$ cat src/rtl/rdid_spi_master.sv
// SPI mode-0 master that issues one RDID (0x9F) command and captures the 24-bit JEDEC ID.
// Optional macro RDID_MISO_SYNC_EN: double-flop miso and sample it on sclk falling edges.
module rdid_spi_master #(
    parameter int unsigned CLK_DIV = 4
) (
    input  logic        clk,
    input  logic        reset,
    input  logic        start,
    input  logic        miso,
    output logic        cs_n,
    output logic        sclk,
    output logic        mosi,
    output logic [23:0] id_out,
    output logic        busy,
    output logic        done
);

    typedef enum logic [1:0] {
        IDLE,
        CMD,
        READ,
        HOLD
    } state_t;

    localparam logic [7:0] RDID_CMD = 8'h9F;
    localparam logic [7:0] DIV_LAST = 8'(CLK_DIV - 1);
    localparam logic [6:0] H_READ   = 7'd16;
    localparam logic [6:0] H_HOLD   = 7'd64;

    state_t      state_q, state_d;
    logic        cs_n_q, cs_n_d;
    logic        sclk_q, sclk_d;
    logic        mosi_q, mosi_d;
    logic        busy_q, busy_d;
    logic        done_q, done_d;
    logic [23:0] id_q, id_d;
    logic [7:0]  div_q, div_d;
    logic [6:0]  half_q, half_d;
    logic [7:0]  sr_q, sr_d;
    logic [23:0] cap_q, cap_d;

    logic        tick;
    logic [6:0]  hnext;
    logic        miso_smp;

`ifdef RDID_MISO_SYNC_EN
    // Synchronized data lags by two clocks, so it is taken at the falling edge ending each bit.
    localparam logic SAMPLE_ON_RISE = 1'b0;
    logic [1:0] sync_q;

    always_ff @(posedge clk) begin
        if (reset) begin
            sync_q <= 2'b00;
        end else begin
            sync_q <= {sync_q[0], miso};
        end
    end

    assign miso_smp = sync_q[1];
`else
    localparam logic SAMPLE_ON_RISE = 1'b1;
    assign miso_smp = miso;
`endif

    // Events (sclk edges) happen every CLK_DIV clocks; odd event numbers are rises.
    assign tick  = (div_q == DIV_LAST);
    assign hnext = half_q + 7'd1;

    always_comb begin
        state_d = state_q;
        cs_n_d  = cs_n_q;
        sclk_d  = sclk_q;
        mosi_d  = mosi_q;
        busy_d  = busy_q;
        done_d  = 1'b0;
        id_d    = id_q;
        div_d   = div_q;
        half_d  = half_q;
        sr_d    = sr_q;
        cap_d   = cap_q;

        unique case (state_q)
            IDLE: begin
                if (start) begin
                    state_d = CMD;
                    cs_n_d  = 1'b0;
                    busy_d  = 1'b1;
                    mosi_d  = RDID_CMD[7];
                    sr_d    = {RDID_CMD[6:0], 1'b0};
                    div_d   = 8'd0;
                    half_d  = 7'd0;
                end
            end
            CMD, READ: begin
                div_d = tick ? 8'd0 : div_q + 8'd1;
                if (tick) begin
                    half_d = hnext;
                    sclk_d = hnext[0];
                    if (state_q == READ && hnext[0] == SAMPLE_ON_RISE) begin
                        cap_d = {cap_q[22:0], miso_smp};
                    end
                    if (!hnext[0]) begin
                        // Shift register drains to zero, so mosi idles low after the command byte.
                        mosi_d = sr_q[7];
                        sr_d   = {sr_q[6:0], 1'b0};
                        if (hnext == H_READ) begin
                            state_d = READ;
                        end else if (hnext == H_HOLD) begin
                            state_d = HOLD;
                        end
                    end
                end
            end
            HOLD: begin
                div_d = tick ? 8'd0 : div_q + 8'd1;
                if (tick) begin
                    half_d  = hnext;
                    state_d = IDLE;
                    cs_n_d  = 1'b1;
                    busy_d  = 1'b0;
                    done_d  = 1'b1;
                    id_d    = cap_q;
                end
            end
            default: begin
                state_d = IDLE;
            end
        endcase
    end

    always_ff @(posedge clk) begin
        if (reset) begin
            state_q <= IDLE;
            cs_n_q  <= 1'b1;
            sclk_q  <= 1'b0;
            mosi_q  <= 1'b0;
            busy_q  <= 1'b0;
            done_q  <= 1'b0;
            id_q    <= 24'h000000;
        end else begin
            state_q <= state_d;
            cs_n_q  <= cs_n_d;
            sclk_q  <= sclk_d;
            mosi_q  <= mosi_d;
            busy_q  <= busy_d;
            done_q  <= done_d;
            id_q    <= id_d;
        end
    end

    // Datapath counters and shifters are always reloaded at transaction start.
    always_ff @(posedge clk) begin
        div_q  <= div_d;
        half_q <= half_d;
        sr_q   <= sr_d;
        cap_q  <= cap_d;
    end

    assign cs_n   = cs_n_q;
    assign sclk   = sclk_q;
    assign mosi   = mosi_q;
    assign busy   = busy_q;
    assign done   = done_q;
    assign id_out = id_q;

endmodule

$ cat config.mk
export PLATFORM = sky130hd
export DESIGN_NAME = rdid_spi_master
export DESIGN_NICKNAME = d
export VERILOG_FILES = /design/src/rtl/rdid_spi_master.sv
export SDC_FILE = /design/constraint.sdc
export NUM_CORES = 1
export LEC_CHECK = 0
export BUFFER_PORTS_ARGS = -buffer_cell sky130_fd_sc_hd__buf_2
export CELL_PAD_IN_SITES_DETAIL_PLACEMENT = 1
export CELL_PAD_IN_SITES_GLOBAL_PLACEMENT = 1
export CORE_UTILIZATION = 45
export DETAILED_ROUTE_END_ITERATION = 12
export HOLD_SLACK_MARGIN = 0.12
export MAX_ROUTING_LAYER = met4
export PLACE_DENSITY = 0.74
export SYNTH_ARGS = -nofsm -noshare
export SYNTH_HDL_FRONTEND = slang
export SYNTH_SLANG_ARGS = --single-unit
$ cat constraint.sdc
create_clock -name clk -period 6 [get_ports clk]
set_input_delay 0.9 -clock clk [delete_from_list [all_inputs] [get_ports clk]]
set_output_delay 0.9 -clock clk [all_outputs]
set_load 0.01 [all_outputs]
==> impl_metrics.yaml <==
finish:
  final_cell_mix: "55 x nand2_1, 46 x edfxtp_1, 32 x a21oi_1, 32 x buf_2, 31 x dfxtp_1"
  area_growth_pct: 13.02
  num-nets-final: 303
  n_antenna_cell: 0
  layout_commonest_cell: "nand2_1"
  drive_gt1_share_pct: 17.79
  fin_area_sq_um: 3378
routing:
  dr_total_vias: 1969
  via_per_inst: 5.251
  drtPass1Iterations: 6
  ant_nets: 0
  routed_wl_microns: 5691
  drt_iter0_markers: 61
  wl_per_cell_microns: 15.18
  remaining_drc_errors: 0
global_routing:
  antenna_found_initial: 0
  grt_max_degree: 32
  grt.overflow.total: 0
  grt_pass1_vias: 2011
  grt_usage_pct: 18.53
  grt_pass1_wl_microns: 9735
yosys:
  avgSynthCellArea_sq_um: 11.41
  synth_mux_area_share_pct: 0.3349
  seq_area_frac_synth_pct: 66.97
  synth_edf_count: 46
  ys_types: 36
  synth_warnings: 0
  synth_ff_type: "edfxtp_1"
  synthAdderAreaFrac_pct: 2.512
  synth_compound_gate_area_share_pct: 7.786
  synth_cells: 262
  yosysTopAreaCellShare_pct: 46.21
  synthArstFlopShare_pct: 0
  ys_ff_latch: 77
  synth_area_sq_um: 2989
  synth_top_family_by_area: "simple AND/OR/NAND/NOR gates"
  synth_top_area_cell: "edfxtp_1"
  syn-num-nets: 272
  synth_area_leaders: "edfxtp_1 46%, dfxtp_1 21%, nand2_1 6.9%, a21oi_1 5.4%, nor2_1 2.8%"
  synth_xor_xnor_area_share_pct: 3.516
  synth-simple-area-share_pct: 16.28
clock_network:
  hold_buffers: 0
  cts_buffers: 9
  h-tree-depth: 3
  cts_tree: "done"
  clock_latency_ps: 340
  cts.path.max_buffers: 2
  cts_resized: 0
  root_buffer: "clkbuf_8"
  clkTransAtPathRegs_ps: 80
  cts_sinks: 77
  postCtsSetupRepairBufs: 0
sta:
  timing.final.crit_share_pct: 39.97
  setup_viol: 0
  worst_slew_pin_slew_ps: 1097
  rsz0062_at_grt: "no"
  hold-worst-slack_ps: 453.7
  tns_ps: 0
  fmax_ghz: 0.4170
  hold_viol: 0
  drv_slew: 0
  fin_crit_ps: 2398
  max-slew-margin-rel_pct: 26.78
  fin_skew_ps: 6.618
die:
  die-area_sq_um: 6972
  row_count: 29
  die_h_microns: 83.50
  initial_core_util_pct: 46.81
  io_pins: 33
  die_w_microns: 83.50
  core-area_sq_um: 6386
critical_path:
  cp_max_fo: 24
  cp_slowest_cell: "and4b_1"
  cp-end-kind: "register"
  slowest_delay_ps: 950
  crit_buf_inv: 0
  crit_family: "simple AND/OR/NAND/NOR gates"
  cp-start-kind: "register"
  crit_required_ps: 5960
  path_cells: "nor4_1, and3_4, and4b_1"
  arrival_ps: 2360
  path_class: "reg2reg"
pwr:
  cellLeakagePower_nw: 1.239
  irDropWorstVdd_uv: 162.5
  p_per_area_nw_per_um2: 309.4
place:
  place.gp.congestion: 0.7808
  dp_hpwl_microns: 3768
  postPlaceCellArea_sq_um: 3187
  portBuffers: 32
run_status:
  status: "finished clean"
worst_hold_path:
  worstHoldPathType: "reg2reg"
run:
  cap_violations: 0
==> worst paths after layout <==
check	start	endpoint	slack, ps	depth (start not counted)
max	div_q[3]$_SDFFCE_PN0P_	cap_q[1]$_DFFE_PP_	3600	3
min	id_out[18]$_SDFFE_PP0P_	id_out[18]$_SDFFE_PP0P_	450	2
max reg2reg	div_q[3]$_SDFFCE_PN0P_	cap_q[1]$_DFFE_PP_	3600	3
min reg2reg	id_out[18]$_SDFFE_PP0P_	id_out[18]$_SDFFE_PP0P_	450	2
==> tightest hold or removal path, stage by stage, from the launching register on <==
cell and delay [ps]:
dfxtp_1 310, nand2_1 50, a21oi_1 50
==> state kept, by name, indices dropped and copies added, names as in the netlist, 2 cells and up <==
signal and cells:
state_q 2, sr_q 7, cap_q 24, half_q 7, id_out 24, div_q 8
==> cell usage after synthesis (2+ instances only) <==
cell type / count
a21oi_1: 32
and2_1: 4
and3_1: 3
buf_2: 2
clkbuf_1: 8
dfxtp_1: 31
edfxtp_1: 46
ha_1: 6
inv_1: 4
nand2_1: 55
nand2b_1: 5
nand3_1: 5
nor2_1: 22
nor2b_1: 3
nor4_1: 2
o21a_1: 3
o21ai_0: 2
xnor2_1: 5
xor2_1: 7
==> power by group <==
part           switching [mW]  internal (mW)  leakage [nW]
combinational          0.0444         0.0284         0.456
clock                   0.191          0.177         0.102
sequential             0.0195          0.585         0.682
total                   0.255          0.790          1.24
==> per-layer routing <==
layer | up-vias | GRT usage (%) | part of all wire, %
li1 | 963 | - | -
met1 | 970 | 23.38 | 50
met2 | 29 | 28.76 | 46
met3 | 7 | 3.956 | 2.8
met4 | 0 | 8.783 | 1.1
met5 | - | - | 0
==> logic make-up after synthesis <==
logic type / Yosys count
mux: 1
simple gates: 107
flops: 77
buf+inv: 17
xor+xnor: 12
compound gates: 42
fa+ha+maj: 6
==> metrics by stage <==
| stage | power [mW] | cells | worst slack, ps | util, % |
|---|---|---|---|---|
| 3_5_place_dp | 0.6904 | 359 | 3538 | 49.90 |
| 4_1_cts | 1.060 | 375 | 3571 | 52.90 |
| 2_1_floorplan | 0.6668 | 262 | 3860 | - |
| 3_3_place_gp | 0.6868 | 359 | 3651 | 49.90 |
| 6_report | 1.045 | 375 | 3602 | 52.90 |
| 5_1_grt | 1.094 | 375 | 3403 | 52.90 |
==> final cells by class <==
type	instances	area [sq um]
fillers	713	3008
flip-flops and latches	77	2002
multi-input cells	168	909.6
repair buffers	32	160.2
clock buffers	10	148.9
well taps	77	96.34
clock inverters	6	42.54
inverters	5	18.77
Power figures use the tool's default switching activity.
